==> src/rtl/load_store_unit_if.sv <==
// -----------------------------------------------------------------------------
// load_store_unit_if
//   Data-memory bus between the load/store unit and the data memory.
//   The master (the load/store unit) raises bus_req. While bus_req is high it
//   holds bus_we, bus_addr, bus_be and bus_wdata stable. The slave (the memory)
//   completes the transfer with a one-cycle bus_ack. For reads, bus_rdata must
//   be valid in the same cycle as bus_ack.
//
// Signals
//   bus_req    master -> slave  transfer request
//   bus_we     master -> slave  1 = write, 0 = read
//   bus_addr   master -> slave  word-aligned byte address
//   bus_be     master -> slave  byte-lane enables
//   bus_wdata  master -> slave  lane-replicated store data
//   bus_ack    slave -> master  transfer complete
//   bus_rdata  slave -> master  read word, valid with bus_ack
// -----------------------------------------------------------------------------
interface load_store_unit_if #(
  parameter int DATA_WIDTH = 32
) ();

  logic                  bus_req;
  logic                  bus_we;
  logic [DATA_WIDTH-1:0] bus_addr;
  logic [3:0]            bus_be;
  logic [DATA_WIDTH-1:0] bus_wdata;
  logic                  bus_ack;
  logic [DATA_WIDTH-1:0] bus_rdata;

  modport master (
    output bus_req, bus_we, bus_addr, bus_be, bus_wdata,
    input  bus_ack, bus_rdata
  );

  modport slave (
    input  bus_req, bus_we, bus_addr, bus_be, bus_wdata,
    output bus_ack, bus_rdata
  );

endinterface

==> src/rtl/load_store_unit.sv <==
// -----------------------------------------------------------------------------
// load_store_unit
//   Memory stage that follows the execute ALU. It accepts one load or store at
//   a time and runs it as a req/ack transaction on the data-memory bus. It then
//   returns aligned, sign- or zero-extended load data to writeback as a
//   one-cycle pulse.
//
//   Misaligned or illegal accesses are never issued on the bus. They complete
//   in the cycle after accept with wb_err set.
//
//   The byte/halfword/word lane rules assume DATA_WIDTH = 32.
//
// Optional feature
//   LSU_TIMEOUT_EN  Abandon a request after MAX_WAIT cycles in REQ with no
//                   bus_ack, and report wb_err. If bus_ack arrives on the
//                   expiry edge, the access completes normally.
//
// Ports
//   clk, rst        rising-edge clock; asynchronous active-high reset
//   ex_valid/ready  operation handshake from the execute stage
//   mem_read/write  operation is a load / store
//   funct3          RISC-V access size and signedness
//   addr, wdata     effective address and store data
//   wb_valid        one-cycle completion pulse
//   wb_data         extended load data (0 for stores and errors)
//   wb_err          access error, qualified by wb_valid
//   bus             data-memory bus (master side)
// -----------------------------------------------------------------------------
module load_store_unit #(
  parameter int DATA_WIDTH = 32,
  parameter int MAX_WAIT   = 16
) (
  input  logic                  clk,
  input  logic                  rst,
  input  logic                  ex_valid,
  output logic                  ex_ready,
  input  logic                  mem_read,
  input  logic                  mem_write,
  input  logic [2:0]            funct3,
  input  logic [DATA_WIDTH-1:0] addr,
  input  logic [DATA_WIDTH-1:0] wdata,
  output logic                  wb_valid,
  output logic [DATA_WIDTH-1:0] wb_data,
  output logic                  wb_err,
  load_store_unit_if.master     bus
);

  typedef enum logic [1:0] {
    IDLE = 2'd0,
    REQ  = 2'd1,
    RESP = 2'd2
  } state_t;

  state_t                state, state_nxt;
  logic                  accept;
  logic                  acc_err;
  logic [3:0]            be_nxt;
  logic [DATA_WIDTH-1:0] wdata_nxt;
  logic [DATA_WIDTH-1:0] lane;
  logic [DATA_WIDTH-1:0] load_ext;

  logic                  ex_ready_q;
  logic                  is_load_q;
  logic [2:0]            funct3_q;
  logic [1:0]            offset_q;
  logic                  we_q;
  logic [DATA_WIDTH-1:0] addr_q;
  logic [3:0]            be_q;
  logic [DATA_WIDTH-1:0] wdata_q;
  logic [DATA_WIDTH-1:0] wb_data_q;
  logic                  wb_err_q;

  assign accept = ex_valid & ex_ready_q & (mem_read | mem_write);

  // Legality of the presented operation; only meaningful when accept is high.
  always_comb begin
    // NOTE: every always_comb output gets a default first, so no path can
    // leave it unassigned and infer a latch.
    acc_err = 1'b0;
    if (mem_read && mem_write) begin
      acc_err = 1'b1;
    end else if (mem_read) begin
      acc_err = !(funct3 inside {3'b000, 3'b001, 3'b010, 3'b100, 3'b101});
    end else begin
      acc_err = !(funct3 inside {3'b000, 3'b001, 3'b010});
    end
    if (funct3[1:0] == 2'b01 && addr[0]) acc_err = 1'b1;
    if (funct3[1:0] == 2'b10 && addr[1:0] != 2'b00) acc_err = 1'b1;
  end

  // Byte enables and store data replicated into every lane the size covers.
  always_comb begin
    be_nxt    = 4'b1111;
    wdata_nxt = wdata;
    case (funct3[1:0])
      2'b00: begin
        be_nxt    = 4'b0001 << addr[1:0];
        wdata_nxt = {4{wdata[7:0]}};
      end
      2'b01: begin
        be_nxt    = 4'b0011 << {addr[1], 1'b0};
        wdata_nxt = {2{wdata[15:0]}};
      end
      default: ;
    endcase
  end

  // Move the addressed byte/half down to bit 0, then extend it. funct3[2]
  // selects zero extension (LBU/LHU).
  always_comb begin
    lane     = bus.bus_rdata >> {offset_q, 3'b000};
    load_ext = lane;
    case (funct3_q[1:0])
      2'b00:   load_ext = {{(DATA_WIDTH-8){~funct3_q[2] & lane[7]}}, lane[7:0]};
      2'b01:   load_ext = {{(DATA_WIDTH-16){~funct3_q[2] & lane[15]}}, lane[15:0]};
      default: ;
    endcase
  end

`ifdef LSU_TIMEOUT_EN
  localparam int CNT_W = $clog2(MAX_WAIT + 1);

  logic [CNT_W-1:0] wait_cnt;
  logic             timeout;

  // The count is held at zero outside REQ, so every request starts from zero.
  assign timeout = (state == REQ) && (wait_cnt == CNT_W'(MAX_WAIT - 1));

  always_ff @(posedge clk or posedge rst) begin
    if (rst) begin
      wait_cnt <= '0;
    end else if (state != REQ) begin
      wait_cnt <= '0;
    end else if (!bus.bus_ack) begin
      wait_cnt <= wait_cnt + 1'b1;
    end
  end
`endif

  always_comb begin
    state_nxt = state;
    case (state)
      IDLE: if (accept) state_nxt = acc_err ? RESP : REQ;
`ifdef LSU_TIMEOUT_EN
      REQ:  if (bus.bus_ack || timeout) state_nxt = RESP;
`else
      REQ:  if (bus.bus_ack) state_nxt = RESP;
`endif
      RESP: state_nxt = IDLE;
      default: state_nxt = IDLE;
    endcase
  end

  always_ff @(posedge clk or posedge rst) begin
    if (rst) begin
      state <= IDLE;
    end else begin
      // NOTE: sequential state uses non-blocking assignments, so every
      // register samples the values from before the edge.
      state <= state_nxt;
    end
  end

  always_ff @(posedge clk or posedge rst) begin
    if (rst) begin
      ex_ready_q <= 1'b0;
      is_load_q  <= 1'b0;
      funct3_q   <= '0;
      offset_q   <= '0;
      we_q       <= 1'b0;
      addr_q     <= '0;
      be_q       <= '0;
      wdata_q    <= '0;
      wb_data_q  <= '0;
      wb_err_q   <= 1'b0;
    end else begin
      // Ready is high on every edge that lands in IDLE. Accepting leaves IDLE,
      // which clears it.
      ex_ready_q <= (state_nxt == IDLE);
      case (state)
        IDLE: if (accept) begin
          is_load_q <= mem_read;
          funct3_q  <= funct3;
          offset_q  <= addr[1:0];
          wb_err_q  <= acc_err;
          wb_data_q <= '0;
          // The bus fields are only updated for accesses that will be issued.
          if (!acc_err) begin
            we_q    <= mem_write;
            addr_q  <= {addr[DATA_WIDTH-1:2], 2'b00};
            be_q    <= be_nxt;
            wdata_q <= wdata_nxt;
          end
        end
        REQ: if (bus.bus_ack) begin
          wb_err_q  <= 1'b0;
          wb_data_q <= is_load_q ? load_ext : '0;
        end
`ifdef LSU_TIMEOUT_EN
        else if (timeout) begin
          wb_err_q  <= 1'b1;
          wb_data_q <= '0;
        end
`endif
        RESP: begin
          wb_err_q  <= 1'b0;
          wb_data_q <= '0;
        end
        default: ;
      endcase
    end
  end

  // bus_req is decoded from the state register. Its asynchronous reset
  // therefore drops the request as soon as rst rises.
  assign ex_ready      = ex_ready_q;
  assign wb_valid      = (state == RESP);
  assign wb_data       = wb_data_q;
  assign wb_err        = wb_err_q;
  assign bus.bus_req   = (state == REQ);
  assign bus.bus_we    = we_q;
  assign bus.bus_addr  = addr_q;
  assign bus.bus_be    = be_q;
  assign bus.bus_wdata = wdata_q;

endmodule

==> src/flat_wrapper.sv <==
// flat-port wrapper written by rule: the top's interface ports become plain ports
module load_store_unit_flat 
#(
  parameter int DATA_WIDTH = 32,
  parameter int MAX_WAIT   = 16
)
  (clk, rst, ex_valid, ex_ready, mem_read, mem_write, funct3, addr, wdata, wb_valid, wb_data, wb_err, bus_bus_req, bus_bus_we, bus_bus_addr, bus_bus_be, bus_bus_wdata, bus_bus_ack, bus_bus_rdata);
  load_store_unit_if #(.DATA_WIDTH(DATA_WIDTH)) bus_i ();
  input  logic clk;
  input  logic rst;
  input  logic ex_valid;
  output logic ex_ready;
  input  logic mem_read;
  input  logic mem_write;
  input  logic [2:0] funct3;
  input  logic [DATA_WIDTH-1:0] addr;
  input  logic [DATA_WIDTH-1:0] wdata;
  output logic wb_valid;
  output logic [DATA_WIDTH-1:0] wb_data;
  output logic wb_err;
  output wire logic [$bits(bus_i.bus_req)-1:0] bus_bus_req;
  output wire logic [$bits(bus_i.bus_we)-1:0] bus_bus_we;
  output wire logic [$bits(bus_i.bus_addr)-1:0] bus_bus_addr;
  output wire logic [$bits(bus_i.bus_be)-1:0] bus_bus_be;
  output wire logic [$bits(bus_i.bus_wdata)-1:0] bus_bus_wdata;
  input wire logic [$bits(bus_i.bus_ack)-1:0] bus_bus_ack;
  input wire logic [$bits(bus_i.bus_rdata)-1:0] bus_bus_rdata;
  assign bus_bus_req = bus_i.bus_req;
  assign bus_bus_we = bus_i.bus_we;
  assign bus_bus_addr = bus_i.bus_addr;
  assign bus_bus_be = bus_i.bus_be;
  assign bus_bus_wdata = bus_i.bus_wdata;
  assign bus_i.bus_ack = bus_bus_ack;
  assign bus_i.bus_rdata = bus_bus_rdata;
  load_store_unit #(.DATA_WIDTH(DATA_WIDTH), .MAX_WAIT(MAX_WAIT)) u_core (.clk(clk), .rst(rst), .ex_valid(ex_valid), .ex_ready(ex_ready), .mem_read(mem_read), .mem_write(mem_write), .funct3(funct3), .addr(addr), .wdata(wdata), .wb_valid(wb_valid), .wb_data(wb_data), .wb_err(wb_err), .bus(bus_i));
endmodule
==> config.mk <==
export PLATFORM = sky130hd
export DESIGN_NAME = load_store_unit_flat
export DESIGN_NICKNAME = d
export VERILOG_FILES = /design/src/rtl/load_store_unit_if.sv /design/src/rtl/load_store_unit.sv /design/src/flat_wrapper.sv
export SDC_FILE = /design/constraint.sdc
export NUM_CORES = 1
export LEC_CHECK = 0
export BUFFER_PORTS_ARGS = -buffer_cell sky130_fd_sc_hd__buf_2
export CAP_MARGIN = 5
export CORE_MARGIN = 1
export CORE_UTILIZATION = 40
export CTS_BUF_LIST = sky130_fd_sc_hd__clkbuf_8
export DETAILED_ROUTE_END_ITERATION = 7
export GPL_TIMING_DRIVEN = 0
export PLACE_DENSITY = 0.68
export SLEW_MARGIN = 20
export SYNTH_ARGS = -nofsm -noshare
export SYNTH_HDL_FRONTEND = slang
export SYNTH_SLANG_ARGS = --single-unit
export TNS_END_PERCENT = 5
==> constraint.sdc <==
create_clock -name clk -period 4.3 [get_ports clk]
set_input_delay 0.215 -clock clk [delete_from_list [all_inputs] [get_ports clk]]
set_output_delay 0.215 -clock clk [all_outputs]
set_load 0.03 [all_outputs]
; ---- After elaboration in Yosys (flattened, before gate mapping)
; Cells that the tools add are included.
[totals]
output_inout_bits = 105
inputBits = 105
reg_bits = 109
[classes]
n_reduce_logical = 17
n_bitwise = 7
eq_ne = 11
muxes = 18
shifts = 3
[op_table]
columns = op, count
row1 = 32-bit case mux with 2 select lines, 2
row2 = 32-bit two-way mux, 3
row3 = 32-bit case mux with 3 select lines, 1
row4 = 32-bit by 5-bit >> shifter with 32-bit output, 1
row5 = 2-bit zero test, 4
row6 = 4-bit case mux with 2 select lines, 1
row7 = "2-bit by 1-bit equality test with 1-bit output, second input constant", 3
row8 = "3-bit equality test, second input constant", 2
row9 = 1-bit two-way mux, 6
row10 = 2-bit two-way mux, 3
row11 = 3-bit AND reduction, 2
row12 = 3-bit nonzero test, 2
row13 = 5-bit nonzero test, 1
row14 = 1-bit AND, 4
row15 = "2-bit equality test, second input constant", 2
row16 = "2-bit by 1-bit != test with 1-bit output, second input constant", 2
row17 = 2-bit case mux with 2 select lines, 1
row18 = "1-bit by 2-bit left shift with 4-bit output, first input constant", 1
row19 = "2-bit by 2-bit left shift with 4-bit output, first input constant", 1
row20 = "3-bit by 1-bit equality test with 1-bit output, second input constant", 1
row21 = "3-bit by 2-bit equality test with 1-bit output, second input constant", 1
row22 = 1-bit logical AND, 3
row23 = 3-bit zero test, 1
row24 = 1-bit case mux with 3 select lines, 1
row25 = other kinds (5), 7

; ---- Logic depth before layout (Yosys ltp)
; Gate-level depths: netlist of run 1.
[depth]
depth_word = 11
mapped_depth = 7
ltp_nobuf = 6

; ---- Worst setup path after synthesis of run 1
; Ideal clock, no wire load.
[synth_path]
path_type = reg-to-reg
startpoint = reg u_core.state[1]
endpoint = reg u_core.wb_data_q[24] (netlist: u_core.wb_data[24])
required_time_ns = 4.232
path_stages_with_launch = 7
slack_ns = 2.254
n_path_buf = 0
t_arrival_ns = 1.978
path_cell_list = dfrtp_1 inv_1 ha_1 nand4b_1 a21o_1 nor3_1 a221o_1
[synth_via]
elab_chain_cells = 3
word_cells_on_any_way = 8
cone_classes = eq/ne: 4 / mux: 1 / reduce/logical: 3
[synth_rtl]
columns = item, line
row1 = from (decl), load_store_unit.sv:54  ; state_t state, state_nxt;
row2 = from (signal assigned), load_store_unit.sv:160  ; state <= state_nxt;
row3 = 2-bit by 1-bit equality test with 1-bit output (*), -
row4 = via bus_bus_req, flat_wrapper.sv:21  ; output wire logic [$bits(bus_i.bus_req)-1:0] bus_bus_req;
row5 = 2-bit by 1-bit != test with 1-bit output (no source line) / 3-bit nonzero test (equally long branches), -
row6 = 3-bit AND reduction (no source line), -
row7 = to (signal assigned), load_store_unit.sv:197  ; wb_data_q <= is_load_q ? load_ext : '0;
row8 = to (decl), load_store_unit.sv:70  ; logic [DATA_WIDTH-1:0] wb_data_q;
; Mark *: on every way through the listed nets, which the timed path passes. The rest lies on a longest branch.
; A chain may end at the register's enable or synchronous reset.

; ---- Worst setup path after layout of run 1
[layout_path]
startpoint = reg u_core.state[0]
endpoint = reg u_core.wdata_q[28] (netlist: u_core.bus.bus_wdata[28])
[layout_via]
elab_chain_cells = 2
[layout_rtl]
columns = item, line
row1 = 2-bit zero test, load_store_unit.sv:180  ; case (state)
row2 = 3-bit AND reduction (no source line), -
row3 = to (signal assigned), load_store_unit.sv:192  ; wdata_q <= wdata_nxt;
row4 = to (decl), load_store_unit.sv:69  ; logic [DATA_WIDTH-1:0] wdata_q;
; Every way passes these cells.

==> impl_metrics.yaml, run 1 <==
yosys:
  syn-mean-instance-area_um2: 12.60
  synth_edf_count: 0
  synth_simple_gate_area_frac: 0.05393
  synth_compound_area_frac: 0.1169
  yosys.area_share.adder: 0.009761
  synth_ff_type: "dfrtp_1"
  yosys.area.top_type: "dfrtp_1"
  synth.ff_latch_count: 109
  combinational_family_with_the_most_area_after_synthesis: "multiplexers"
  muxShareOfSynthArea: 0.2513
  syn_inst: 407
  ys_seq_area_frac: 0.5320
  netlist_area_mm2: 0.005127
  synth_largest_type_area_fraction: 0.5320
  post_synthesis_cell_type_count: 42
  synth.top_cells.by_area: "dfrtp_1 (53%), mux2_2 (19%), mux2i_1 (4.5%)"
  synthesized_area_fraction_occupied_by_xor_and_xnor_cells: 0
  yosys_warnings: 0
  synthArstFlopShare: 1.000
routing:
  detailedRoute.firstPassIterationCount: 5
  routed_wirelength_um: 13880
  drc: 0
  drtAntennaViolNets: 0
  routed-via-count: 4141
  vias_per_cell: 5.176
  drt_first_iter_violations: 181
  wire_per_inst_um: 17.35
global_route:
  grt.total_usage: 0.2151
  grt_first_pass_wirelength_um: 21860
  globalRoute.totalOverflow: 0
  first_global_vias: 4372
  grt_start_max_net_pins: 59
  antenna_found_initial: 0
sta:
  grt_setup_unrepaired: "false"
  worst_pin_slew_ps: 917.7
  setup_tns_ps: 0
  maxSlewViolCount: 0
  clock.fmax_ghz: 0.4266
  timing.slew.headroom: 0.3835
  hold_violations: 0
  timing.final.setup_violations: 0
  final_period_utilization: 0.5451
  final.setup_skew_ps: 7.606
  layout_min_cycle_time_ps: 2344
layout:
  final_area_mm2: 0.006615
  finalNetCount: 736
  post_route_cells_drive_above_1_share: 0.5237
  layout.cells.most_common_list: "buf_2 (210), dfrtp_1 (109), mux2_2 (88)"
  layout.core_utilization: 0.5395
  fillers: 1110
  n_antenna_cell: 0
  mostFrequentLayoutCell: "buf_2"
  syn2layout_area_growth_pct: 29.01
floorplan:
  ioPinCount: 210
  dieArea_mm2: 0.01328
  dieHeight_um: 115.2
  initial_core_util: 0.4182
  die-width_um: 115.2
  design.core.area_mm2: 0.01226
  rows: 40
setup_path:
  worst_setup_path_type: "flip-flop to flip-flop"
  worst_ep_arrival_time_ps: 2610
  path_cells: "inv_1 -> ha_1 -> o2111ai_2 -> nor3_4 -> buf_6 -> buf_6 -> mux2_1"
  critPathCaptureType: "flip-flop"
  crit_slowest_cell: "dfrtp_1"
  timing.critical_path.fanout_max: 10
  worst_path_most_repeated_cell: "buf_6"
  cp.required_ps: 4570
  cpPeakStageDelay_ps: 450
  critPathLaunchType: "flip-flop"
clocking:
  cts_made_buffers: 9
  clkTransAtPathRegs_ps: 100
  clk_latency_ps: 370
  ctsHtreeMaxLevel: 3
  cts-resized-gates: 0
  postCtsSetupRepairBufs: 0
  ctsRootBufferMaster: "clkbuf_8"
  cts_tree: "yes"
  clk_path_buf_depth: 2
  clock-sinks: 109
  ctsHoldBuffers: 1
place:
  placed_area_mm2: 0.006405
  globalplace.congestion: 0.8789
  hpwlAfterDp_um: 10540
  place.port_buffers: 206
hold_path:
  min_path_type: "input pin to flip-flop"
power_and_ir_drop:
  total_power_divided_by_cell_area_mw_per_mm2: 660.7
  leakagePower_nw: 3.293
  totalPowerFinal_mw: 4.371
  max-vdd-ir-drop_v: 0.0004211
status:
  outcome: "completed"
run:
  max_cap_viol_count: 0
[through the flow]
stage / hold WS (ps) / std cells / setup WS (ps)
6_report: 59.95 / 800 / 1956
5_1_grt: 30.64 / 800 / 1737
4_1_cts: 42.39 / 800 / 1889
3_5_place_dp: 301.1 / 783 / 1896
3_3_place_gp: 431.6 / 782 / 20.56
2_1_floorplan: 349.7 / 408 / 1211
[path summary, 6_finish.rpt]
kind | startpoint | to | slack (ps) | cells past startpoint
worst max register to register | u_core.state[0] | u_core.bus.bus_wdata[28] | 1960 | 7
worst min register to register | u_core.bus.bus_addr[31] | u_core.bus.bus_addr[31] | 500 | 1
max in group asynchronous | rst | u_core.bus.bus_wdata[4] | 3220 | 4
worst max-delay path | u_core.state[0] | u_core.bus.bus_wdata[28] | 1960 | 7
worst min-delay path | addr[31] | u_core.bus.bus_addr[31] | 60 | 2
min in group asynchronous | rst | u_core.wb_data[1] | 430 | 3
[per-layer routing]
metal	up-vias	wire length, um	global-route usage
li1	1920	-	-
met1	2032	5804	0.2609
met2	180	6822	0.3695
met3	9	1122	0.07116
met4	0	133	0.05195
met5	-	0	0
[layout make-up]
type / count / area (um2) / area share
flip-flops and latches: 109 / 2728 / 0.4123
clock inverters: 6 / 62.56 / 0.009457
clock buffers: 10 / 137.6 / 0.02081
well taps: 168 / 210.2 / 0.03178
plain buffers: 29 / 155.1 / 0.02345
repair buffers: 208 / 1069 / 0.1615
multi-input cells: 263 / 2222 / 0.3359
inverters: 7 / 31.28 / 0.004729
[flip-flops by register name, indices dropped and copies added (netlist names)]
register              count
u_core.is_load_q          1
u_core.bus.bus_wdata     32
u_core.bus.bus_addr      30
u_core.wb_err             1
u_core.offset_q           2
u_core.bus.bus_we         1
u_core.bus.bus_be         4
u_core.state              2
u_core.funct3_q           3
u_core.ex_ready           1
u_core.wb_data           32
[critical path: cells and delay by family, from the launching register on]
kind	cells	cell delay, ps
buffers and inverters	3	490
DFF	1	450
and+or+nand+nor	1	380
AOI/OAI and AO/OA	1	350
muxes	1	330
adders and majority gates	1	240
[where the power goes]
group / switching, mW / total, mW / internal, mW
clock: 0.352 / 0.635 / 0.283
combinational: 1.37 / 2.14 / 0.769
sequential: 0.205 / 1.60 / 1.39
[logic make-up (layout without fill, tap and decap cells)]
| kind of cell | after synthesis | count (layout) |
|---|---|---|
| multiplexers | 116 | 116 |
| flip-flops | 109 | 109 |
| AO/OA/AOI/OAI | 87 | 87 |
| AND/OR/NAND/NOR | 54 | 54 |
| buffers and inverters | 36 | 260 |
| adder cells (fa/ha/maj) | 4 | 4 |
| other | 1 | 2 |
[Yosys cell counts, types with 7 or more instances]
cell / n
nand2_1: 25
mux2i_1: 23
nand3b_1: 8
o21ai_0: 34
inv_1: 7
a221o_1: 17
buf_4: 7
nor2_1: 11
a21oi_1: 14
dfrtp_1: 109
mux2_2: 88
clkbuf_1: 13
Note: power is estimated with default switching activity, not from simulation.
==> run 2: changes to the inputs <==
Clock period 4.3 ns to 2.4 ns, I/O delays scaled along.
==> run 2 against run 1 <==
Register-to-register slack worse by 1800 ps. Sequential cell count unchanged. Sequential share of layout area is 2.2 points lower. Combinational power is 83% higher. Utilization is 3.1 points higher. Critical path depth shrank 1. Total power grew 82%. Clock skew is 2.8 ps higher. Routed wire length rose by 3.9%. Global-route usage up 0.91 points. Cell count is 4.4% higher. Clock power grew 84%.
==> impl_metrics.yaml, run 2 (synthesis gave the netlist of run 1 again) <==
power_and_ir_drop:
  total_power_divided_by_cell_area_mw_per_mm2: 1137
  power_frac_clock: 0.147
  power_switching_share: 0.4366
  internal_power_mw: 4.481
  power.share.combinational: 0.491
  totalPowerFinal_mw: 7.954
  max-vdd-ir-drop_v: 0.0008312
  leakagePower_nw: 3.460
  share_seq_of_total_power: 0.362
  sw_pwr_mw: 3.473
routing:
  wire_per_inst_um: 17.27
  vias_per_cell: 5.132
  routed-via-count: 4285
  detailedRoute.firstPassIterationCount: 5
  drtAntennaViolNets: 0
  drc: 0
  routed_wirelength_um: 14420
  drt_first_iter_violations: 194
global_route:
  grt.total_usage: 0.2241
  first_global_vias: 4438
  antenna_found_initial: 0
  met2_routing_resource_usage_after_global_routing: 0.3867
  grt_first_pass_wirelength_um: 22780
  grt_start_max_net_pins: 35
  top_usage_layer: "met2"
  globalRouteMet3Util: 0.05799
  globalRoute.totalOverflow: 0
  use_met1: 0.2694
layout:
  n_antenna_cell: 0
  syn2layout_area_growth_pct: 36.46
  mostFrequentLayoutCell: "buf_2"
  final_area_mm2: 0.006997
  layout.cells.most_common_list: "buf_2 (210), dfrtp_1 (109), mux2_2 (88)"
  post_route_cells_drive_above_1_share: 0.4993
  finalNetCount: 771
  fillers: 1054
floorplan:
  dieArea_mm2: 0.01328
  ioPinCount: 210
  initial_core_util: 0.4182
  rows: 40
  dieHeight_um: 115.2
  design.core.area_mm2: 0.01226
  die-width_um: 115.2
hold_path:
  min_path_type: "input pin to flip-flop"
clocking:
  clkTransAtPathRegs_ps: 90
  clk_latency_ps: 370
  ctsHtreeMaxLevel: 3
  clk_path_buf_depth: 2
  cts_made_buffers: 9
  cts_tree: "yes"
  ctsRootBufferMaster: "clkbuf_8"
  clock-sinks: 109
sta:
  clock.fmax_ghz: 0.4448
  timing.final.setup_violations: 0
  worst_pin_slew_ps: 904.3
  final.setup_skew_ps: 10.42
  layout_min_cycle_time_ps: 2248
  maxSlewViolCount: 0
  hold_violations: 0
  final_period_utilization: 0.9367
  timing.slew.headroom: 0.3925
  fin_worst_hold_slack_ps: 25.11
  grt_setup_unrepaired: "false"
  setup_tns_ps: 0
setup_path:
  worst_ep_arrival_time_ps: 2550
  critPathCaptureType: "flip-flop"
  critPathLaunchType: "flip-flop"
  timing.critical_path.fanout_max: 9
  worst_setup_path_type: "flip-flop to flip-flop"
  cp.required_ps: 2710
place:
  globalplace.congestion: 0.8955
  place.port_buffers: 206
  hpwlAfterDp_um: 10710
  placed_area_mm2: 0.006436
status:
  outcome: "completed"
run:
  max_cap_viol_count: 0
-- run 2: cell types whose count changed in the layout (fill, tap and decap cells not counted), sizes merged --
cell | before | now
buf | 223 | 226
dlygate4sd3 | 1 | 33
clkinvlp | 3 | 2
clkbuf | 23 | 25
clkinv | 2 | 1
-- run 2: worst max-delay path, cell delays in order, from the launching register on --
cell and delay (ps):
dfrtp_1 420, inv_1 110, ha_1 240, nand4b_1 110, a21o_1 260, nor3_1 770
a221o_1 270
-- run 2: cell type report --
type,count,area [um2],area share
Buffer,29,155.1,0.02217
Clock buffer,12,165.2,0.02361
Clock inverter,4,46.29,0.006617
Inverter,7,30.03,0.004292
Multi-Input combinational cell,263,2233,0.3192
Sequential cell,109,2728,0.3898
Tap cell,168,210.2,0.03004
Timing Repair Buffer,243,1429,0.2042
-- run 2: timing repair --
item | 4_1_cts | 5_1_grt
hold endpoints to repair | 49 | 0
resized for setup | 0 | 1
buffers inserted | 0 | 1
hold buffers | 33 | 0
endpoints found under the setup margin | 0 | 54
-- run 2: through the flow --
| step | setup slack, ps | cells | utilization |
|---|---|---|---|
| floorplan | 354.1 | 408 | - |
| global placement | 71.41 | 782 | 0.5200 |
| detailed placement | 20.90 | 785 | 0.5249 |
| CTS | 5.991 | 834 | 0.5691 |
| global route | 2.276 | 835 | 0.5706 |
| finish | 152.0 | 835 | 0.5706 |
-- run 2: per-layer routing --
metal | routed length [um] | up-vias
met5 | 0 | -
met1 | 6132 | 2089
met2 | 6965 | 195
met3 | 1116 | 15
met4 | 205 | 0
li1 | - | 1986
-- run 2: worst paths after layout --
path | startpoint | end | slack, ps | cells past startpoint
worst max-delay path | u_core.state[1] | u_core.wb_data[27] | 150 | 6
worst min-delay path | bus_bus_rdata[27] | u_core.wb_data[27] | 30 | 2
worst max register to register | u_core.state[1] | u_core.wb_data[27] | 150 | 6
worst min register to register | u_core.wb_data[9] | u_core.wb_data[9] | 490 | 2
max in group asynchronous | rst | u_core.bus.bus_wdata[8] | 1350 | 5
min in group asynchronous | rst | u_core.wb_data[31] | 300 | 3
-- run 2: power by group through the flow --
stage	clock [mW]	sequential (mW)	combinational [mW]
after floorplan	0	4.06	1.49
after global placement	0	2.85	3.80
after detailed placement	0	2.89	3.86
after CTS	1.20	2.87	3.90
after global routing	1.27	2.96	4.16
final	1.17	2.88	3.91
